### src/rtl/rect_pixel_resolver_pkg.sv
// Shared types and defaults for the rect pixel resolver: field widths,
// controller state encoding and the fallback background colour.
package rect_pixel_resolver_pkg;

    localparam int DEF_COORD_WIDTH = 16;
    localparam int DEF_COLOR_WIDTH = 16;
    localparam int DEF_RECT_COUNT  = 64;
    localparam int DEF_ADDR_WIDTH  = 6;

    localparam logic [DEF_COLOR_WIDTH-1:0] DEFAULT_BG = '0;

    typedef enum logic [1:0] {
        ST_IDLE = 2'd0,
        ST_SCAN = 2'd1,
        ST_DONE = 2'd2
    } state_e;

endpackage

### src/rtl/rect_pixel_resolver_if.sv
// Pixel request, rect table read port and resolved-colour output of the
// resolver, bundled so the producer, table and consumer share one view.
interface rect_pixel_resolver_if
    import rect_pixel_resolver_pkg::*;
#(
    parameter int COORD_WIDTH = DEF_COORD_WIDTH,
    parameter int COLOR_WIDTH = DEF_COLOR_WIDTH,
    parameter int ADDR_WIDTH  = DEF_ADDR_WIDTH
);
    logic                          in_valid;
    logic                          in_ready;
    logic signed [COORD_WIDTH-1:0] in_x;
    logic signed [COORD_WIDTH-1:0] in_y;
    logic        [COLOR_WIDTH-1:0] bg_color;

    logic        [ADDR_WIDTH-1:0]  rect_addr;
    logic                          rect_rd_en;
    logic signed [COORD_WIDTH-1:0] rect_left;
    logic signed [COORD_WIDTH-1:0] rect_top;
    logic signed [COORD_WIDTH-1:0] rect_right;
    logic signed [COORD_WIDTH-1:0] rect_bottom;
    logic        [COLOR_WIDTH-1:0] rect_color;

    logic                          out_valid;
    logic                          out_ready;
    logic        [COLOR_WIDTH-1:0] out_color;
    logic                          out_hit;

    modport slave (
        input  in_valid, in_x, in_y, bg_color,
        input  rect_left, rect_top, rect_right, rect_bottom, rect_color,
        input  out_ready,
        output in_ready, rect_addr, rect_rd_en,
        output out_valid, out_color, out_hit
    );

    modport master (
        output in_valid, in_x, in_y, bg_color,
        output rect_left, rect_top, rect_right, rect_bottom, rect_color,
        output out_ready,
        input  in_ready, rect_addr, rect_rd_en,
        input  out_valid, out_color, out_hit
    );

endinterface

### src/rtl/rect_pixel_resolver_cmp.sv
// Combinational rect/point comparator: half-open box test on signed values,
// so an empty or inverted rect can never report a hit.
module rect_pixel_resolver_cmp #(
    parameter int COORD_WIDTH = 16
) (
    input  logic signed [COORD_WIDTH-1:0] x,
    input  logic signed [COORD_WIDTH-1:0] y,
    input  logic signed [COORD_WIDTH-1:0] left,
    input  logic signed [COORD_WIDTH-1:0] top,
    input  logic signed [COORD_WIDTH-1:0] right,
    input  logic signed [COORD_WIDTH-1:0] bottom,
    output logic                          hit
);

    assign hit = (left <= x) && (x < right) && (top <= y) && (y < bottom);

endmodule

### src/rtl/rect_pixel_resolver.sv
// Resolves one pixel at a time by streaming the whole rect table through the
// comparator; the last covering rect in index order supplies the colour.
module rect_pixel_resolver
    import rect_pixel_resolver_pkg::*;
#(
    parameter int COORD_WIDTH = DEF_COORD_WIDTH,
    parameter int COLOR_WIDTH = DEF_COLOR_WIDTH,
    parameter int RECT_COUNT  = DEF_RECT_COUNT,
    parameter int ADDR_WIDTH  = DEF_ADDR_WIDTH
) (
    input  logic                 clk,
    input  logic                 rst_n,
    rect_pixel_resolver_if.slave bus
);

    localparam logic [ADDR_WIDTH-1:0] LAST_ADDR = ADDR_WIDTH'(RECT_COUNT - 1);

    state_e                        state_q, state_d;
    logic        [ADDR_WIDTH-1:0]  addr_q, addr_d;
    logic                          rd_en_q, rd_en_d;
    logic                          cmp_valid_q, cmp_valid_d;
    logic                          cmp_last_q, cmp_last_d;
    logic signed [COORD_WIDTH-1:0] x_q, x_d;
    logic signed [COORD_WIDTH-1:0] y_q, y_d;
    logic        [COLOR_WIDTH-1:0] bg_q, bg_d;
    logic        [COLOR_WIDTH-1:0] color_q, color_d;
    logic                          hit_q, hit_d;
    logic                          rect_hit;

    rect_pixel_resolver_cmp #(
        .COORD_WIDTH (COORD_WIDTH)
    ) u_cmp (
        .x      (x_q),
        .y      (y_q),
        .left   (bus.rect_left),
        .top    (bus.rect_top),
        .right  (bus.rect_right),
        .bottom (bus.rect_bottom),
        .hit    (rect_hit)
    );

    always_comb begin
        state_d     = state_q;
        addr_d      = addr_q;
        rd_en_d     = rd_en_q;
        cmp_valid_d = 1'b0;
        cmp_last_d  = 1'b0;
        x_d         = x_q;
        y_d         = y_q;
        bg_d        = bg_q;
        color_d     = color_q;
        hit_d       = hit_q;

        case (state_q)
            ST_IDLE: begin
                if (bus.in_valid) begin
                    x_d     = bus.in_x;
                    y_d     = bus.in_y;
                    bg_d    = bus.bg_color;
                    color_d = bus.bg_color;
                    hit_d   = 1'b0;
                    addr_d  = '0;
                    rd_en_d = 1'b1;
                    state_d = ST_SCAN;
                end
            end
            ST_SCAN: begin
                // Read data lags the address by one cycle, so the compare
                // qualifiers are the read strobe delayed by one stage.
                cmp_valid_d = rd_en_q;
                cmp_last_d  = rd_en_q && (addr_q == LAST_ADDR);
                if (rd_en_q) begin
                    if (addr_q == LAST_ADDR) begin
                        rd_en_d = 1'b0;
                    end else begin
                        addr_d = addr_q + 1'b1;
                    end
                end
                if (cmp_valid_q && rect_hit) begin
                    color_d = bus.rect_color;
                    hit_d   = 1'b1;
                end
                if (cmp_last_q) begin
                    state_d = ST_DONE;
                end
            end
            ST_DONE: begin
                if (bus.out_ready) begin
                    state_d = ST_IDLE;
                end
            end
            default: state_d = ST_IDLE;
        endcase
    end

    always_ff @(posedge clk or negedge rst_n) begin
        if (!rst_n) begin
            state_q     <= ST_IDLE;
            addr_q      <= '0;
            rd_en_q     <= 1'b0;
            cmp_valid_q <= 1'b0;
            cmp_last_q  <= 1'b0;
            x_q         <= '0;
            y_q         <= '0;
            bg_q        <= '0;
            color_q     <= '0;
            hit_q       <= 1'b0;
        end else begin
            state_q     <= state_d;
            addr_q      <= addr_d;
            rd_en_q     <= rd_en_d;
            cmp_valid_q <= cmp_valid_d;
            cmp_last_q  <= cmp_last_d;
            x_q         <= x_d;
            y_q         <= y_d;
            bg_q        <= bg_d;
            color_q     <= color_d;
            hit_q       <= hit_d;
        end
    end

    assign bus.in_ready   = (state_q == ST_IDLE);
    assign bus.out_valid  = (state_q == ST_DONE);
    assign bus.rect_addr  = addr_q;
    assign bus.rect_rd_en = rd_en_q;
    assign bus.out_hit    = hit_q;
    // With no hit the latched background is the answer regardless of color_q.
    assign bus.out_color  = hit_q ? color_q : bg_q;

endmodule

### src/flat_wrapper.sv
// flat-port wrapper written by rule: the top's interface ports become plain ports
module rect_pixel_resolver_flat import rect_pixel_resolver_pkg::*;
#(
    parameter int COORD_WIDTH = DEF_COORD_WIDTH,
    parameter int COLOR_WIDTH = DEF_COLOR_WIDTH,
    parameter int RECT_COUNT  = DEF_RECT_COUNT,
    parameter int ADDR_WIDTH  = DEF_ADDR_WIDTH
)
  (clk, rst_n, bus_in_valid, bus_in_x, bus_in_y, bus_bg_color, bus_rect_left, bus_rect_top, bus_rect_right, bus_rect_bottom, bus_rect_color, bus_out_ready, bus_in_ready, bus_rect_addr, bus_rect_rd_en, bus_out_valid, bus_out_color, bus_out_hit);
  rect_pixel_resolver_if #(.COORD_WIDTH(COORD_WIDTH), .COLOR_WIDTH(COLOR_WIDTH), .ADDR_WIDTH(ADDR_WIDTH)) bus_i ();
  input  logic clk;
  input  logic rst_n;
  input wire logic [$bits(bus_i.in_valid)-1:0] bus_in_valid;
  input wire logic [$bits(bus_i.in_x)-1:0] bus_in_x;
  input wire logic [$bits(bus_i.in_y)-1:0] bus_in_y;
  input wire logic [$bits(bus_i.bg_color)-1:0] bus_bg_color;
  input wire logic [$bits(bus_i.rect_left)-1:0] bus_rect_left;
  input wire logic [$bits(bus_i.rect_top)-1:0] bus_rect_top;
  input wire logic [$bits(bus_i.rect_right)-1:0] bus_rect_right;
  input wire logic [$bits(bus_i.rect_bottom)-1:0] bus_rect_bottom;
  input wire logic [$bits(bus_i.rect_color)-1:0] bus_rect_color;
  input wire logic [$bits(bus_i.out_ready)-1:0] bus_out_ready;
  output wire logic [$bits(bus_i.in_ready)-1:0] bus_in_ready;
  output wire logic [$bits(bus_i.rect_addr)-1:0] bus_rect_addr;
  output wire logic [$bits(bus_i.rect_rd_en)-1:0] bus_rect_rd_en;
  output wire logic [$bits(bus_i.out_valid)-1:0] bus_out_valid;
  output wire logic [$bits(bus_i.out_color)-1:0] bus_out_color;
  output wire logic [$bits(bus_i.out_hit)-1:0] bus_out_hit;
  assign bus_i.in_valid = bus_in_valid;
  assign bus_i.in_x = bus_in_x;
  assign bus_i.in_y = bus_in_y;
  assign bus_i.bg_color = bus_bg_color;
  assign bus_i.rect_left = bus_rect_left;
  assign bus_i.rect_top = bus_rect_top;
  assign bus_i.rect_right = bus_rect_right;
  assign bus_i.rect_bottom = bus_rect_bottom;
  assign bus_i.rect_color = bus_rect_color;
  assign bus_i.out_ready = bus_out_ready;
  assign bus_in_ready = bus_i.in_ready;
  assign bus_rect_addr = bus_i.rect_addr;
  assign bus_rect_rd_en = bus_i.rect_rd_en;
  assign bus_out_valid = bus_i.out_valid;
  assign bus_out_color = bus_i.out_color;
  assign bus_out_hit = bus_i.out_hit;
  rect_pixel_resolver #(.COORD_WIDTH(COORD_WIDTH), .COLOR_WIDTH(COLOR_WIDTH), .RECT_COUNT(RECT_COUNT), .ADDR_WIDTH(ADDR_WIDTH)) u_core (.clk(clk), .rst_n(rst_n), .bus(bus_i));
endmodule
### config.mk
export PLATFORM = sky130hd
export DESIGN_NAME = rect_pixel_resolver_flat
export DESIGN_NICKNAME = d
export VERILOG_FILES = /design/src/rtl/rect_pixel_resolver_pkg.sv /design/src/rtl/rect_pixel_resolver_if.sv /design/src/rtl/rect_pixel_resolver_cmp.sv /design/src/rtl/rect_pixel_resolver.sv /design/src/flat_wrapper.sv
export SDC_FILE = /design/constraint.sdc
export NUM_CORES = 1
export LEC_CHECK = 0
export ABC_AREA = 1
export CAP_MARGIN = 40
export CORE_AREA = 2 2 106 108
export CTS_CLUSTER_DIAMETER = 80
export DETAILED_ROUTE_END_ITERATION = 10
export DIE_AREA = 0 0 108 110
export PLACE_DENSITY = 0.81
export SLEW_MARGIN = 20
export SYNTH_ARGS = -nofsm -noshare
export SYNTH_HDL_FRONTEND = slang
export SYNTH_SLANG_ARGS = --single-unit
### constraint.sdc
create_clock -name clk -period 2.3 [get_ports clk]
set_clock_uncertainty 0.1 [all_clocks]
set_input_delay 0.575 -clock clk [delete_from_list [all_inputs] [get_ports clk]]
set_output_delay 0.575 -clock clk [all_outputs]
set_load 0.02 [all_outputs]
==> flow_summary_export.csv <==
group,metric,value,unit
synth,synth_top_family_by_area,"simple AND/OR/NAND/NOR gates",
synth,yosysWarnings,0,
place,place_ws,-0.549,ns
cells_and_area,nNetsFinal,1043,
cells_and_area,syn2layout_area_growth,56.7,%
setup_path,worst_path_max_delay_cell,"dfrtp_1",
timing,finalSetupTns,-0.0702,ns
grt,grt_max_degree,68,
drt,routed_wl,16000,µm
setup_path,critPathMaxFanout,8,
setup_path,cp-start-kind,"flop",
die,start_util,47.2,%
drt,vias_per_cell,5.16,
synth,synth-adder-area-share,15.6,%
clock_tree,cts_tree,"done",
synth,ys_ff_latch,76,
outcome,status,"complete, but fails checks",
timing,post-route-min-period,2.32,ns
timing,hold_viol_final,0,
setup_path,path_depth,14,
outcome,violations,"negative setup slack",
drt,drt_first_pass_iters,5,
drt,routedWlPerCell,16.1,µm
timing,fin_crit_sh,101,%
die,dieArea,11900,µm²
clock_tree,cts_sinks,76,
grt,antenna_found_initial,1,
worst_hold_path,hp-class,"in2async",
timing,rsz0062_at_grt,"yes",
synth,async_flop_share,100,%
synth,synth.net_count,867,
drt,vias,5129,
die,num_rows,38,
synth,synth-edff-count,0,
power,irDropWorstVdd,0.842,mV
place,gp_congestion,0.857,
synth,synthMuxAreaShare,0,%
setup_path,worstPathRequired,2.45,ns
clock_tree,insertion_delay,0.36,ns
clock_tree,cts_hold_buf,0,
timing,slew_headroom,64.6,%
drt,drtAntennaViolNets,0,
drt,dr.first_iter.drc_count,279,
place,dp_hpwl,10600,µm
timing,max_freq,432,MHz
clock_tree,clk_pin_slew,0.09,ns
setup_path,cp_num_buf_inv,3,
setup_path,cp.arrival,2.47,ns
synth,synthXorXnorAreaFrac,0.173,%
synth,syn_inst,672,
synth,synth_compound_area_share,11.3,%
synth,ys.flop_type,"dfrtp_1",
grt,grt_util_all_layers,25.8,%
setup_path,reg2regPathDepth,14,
synth,ys_seq_area_share,37.7,%
setup_path,crit_top_cell,"nand2_1",
timing,slew_violations,0,
cells_and_area,final_common_cell,"nand2_1",
setup_path,worstPathCellList,"inv_2, ha_4, nand4_1, nor3_4, nand2_2, nand2_1, nand2_1, nand3_2, nand2_2, inv_2, nand3_4, buf_12, nand3_2, nand2_1",
cells_and_area,drive_gt1_share,24.3,%
timing,setup_viol,7,
die,die_w,108,µm
setup_path,crit_path_max_incr_delay,0.39,ns
synth,syn_area,5050,µm²
die,ios,158,
synth,synth_simple_gate_area_share,24.9,%
setup_path,crit_family,"simple AND/OR/NAND/NOR gates",
grt,grt_pass1_vias,5174,
clock_tree,htreeDepth,3,
clock_tree,cts_buffer_depth,2,
synth,syn_avg_cell_area,7.51,µm²
place,placed_cell_area,6830,µm²
power,powerDensity,1150,nW/µm²
cells_and_area,final_cell_mix,"nand2_1, inv_1, dfrtp_1, clkdlybuf4s50_1, o21ai_0",
die,fp.coreArea,10700,µm²
place,io_buffers,157,
grt,grt_overflow,0,
setup_path,setup.worst_path.class,"reg2reg",
cells_and_area,finalInstanceArea,7910,µm²
clock_tree,clockRootBuffer,"clkbuf_8",
place,place_inst,962,
grt,grt_pass1_wl,24000,µm
setup_path,cp-end-kind,"flop",
cells_and_area,utilization,73.9,%
timing,tightestPinTransition,0.530,ns
cells_and_area,final_cells,994,
synth,synth_cell_types,31,
die,die_h,110,µm
power,leakagePower,4.03,nW
drt,route.detailed.drc,0,
timing,setup_ws,-0.0168,ns
clock_tree,cts_made_buffers,9,
flow_run,cap_violations,0,
-- area by class of cell --
class | instances | area (µm²)
Multi-Input combinational cell | 464 | 3410
Clock inverter | 6 | 71.3
Antenna cell | 1 | 2.50
Inverter | 113 | 427
Sequential cell | 76 | 1900
Tap cell | 140 | 175
Clock buffer | 10 | 138
Fill cell | 799 | 2790
Timing Repair Buffer | 184 | 1780
-- worst paths after layout --
check	to	slack, ns	start
min	u_core.x_q[10]$_DFFE_PN0P_	0.08	rst_n
max in group asynchronous	u_core.x_q[13]$_DFFE_PN0P_	1.40	rst_n
max	u_core.color_q[0]$_DFFE_PN0P_	-0.02	u_core.y_q[11]$_DFFE_PN0P_
max reg2reg	u_core.color_q[0]$_DFFE_PN0P_	-0.02	u_core.y_q[11]$_DFFE_PN0P_
min reg2reg	u_core.state_q[0]$_DFFE_PN0P_	0.38	u_core.cmp_last_q$_DFF_PN0_
min in group clk	u_core.state_q[0]$_DFFE_PN0P_	0.38	u_core.cmp_last_q$_DFF_PN0_
-- power by group --
group          switching [mW]  internal (mW)  total, mW
logic                    3.15           2.40       5.55
clock network           0.565          0.541       1.11
registers               0.495           1.96       2.45
-- kinds of logic after synthesis --
family                   count (synthesis)
AO/OA/AOI/OAI                          111
XOR/XNOR                                 1
adder cells (fa/ha/maj)                 63
buffers and inverters                  133
flip-flops                              76
AND/OR/NAND/NOR                        288
-- flip-flops by register name, indices dropped and copies added (netlist names), 2 cells and up --
signal / cells
u_core.bg_q: 16
u_core.color_q: 16
u_core.x_q: 16
u_core.y_q: 16
u_core.bus.rect_addr: 6
u_core.state_q: 2
-- layer usage --
| layer | track usage, % | up-vias | routed length (µm) |
|---|---|---|---|
| li1 | - | 2493 | - |
| met1 | 31.0 | 2430 | 6390 |
| met2 | 47.6 | 172 | 8460 |
| met3 | 3.47 | 34 | 726 |
| met4 | 8.42 | 0 | 386 |
| met5 | 0 | - | 0 |
-- synth_stat cells (all sizes together) (2+ instances only) --
cell type | instances | share of area [%]
clkbuf | 14 | 1.0
nor3 | 6 | 0.79
o21a | 2 | 0.30
dfrtp | 76 | 38
inv | 112 | 8.3
ha | 63 | 16
nor2 | 23 | 2.0
o21ai | 74 | 7.3
buf | 6 | 0.87
nand2 | 219 | 18
nand4 | 6 | 0.74
a21oi | 31 | 3.1
o22ai | 2 | 0.25
nand3 | 33 | 3.6
-- through the flow --
stage / power (mW) / hold WS, ns
after detailed placement: 6.75 / 0.368
final: 9.11 / 0.0841
after global placement: 6.53 / 0.344
after global routing: 9.82 / 0.111
after CTS: 8.25 / 0.0941
after floorplan: 5.15 / 0.179
-- what timing repair did --
| item | 4_1_cts | 5_1_grt |
|---|---|---|
| gates cloned | 2 | 0 |
| setup buffers | 3 | 10 |
| gates resized for setup | 143 | 92 |
| setup endpoints to repair | 34 | 20 |
| pin swaps | 63 | 59 |
Note: power is estimated with default switching activity, not from simulation.
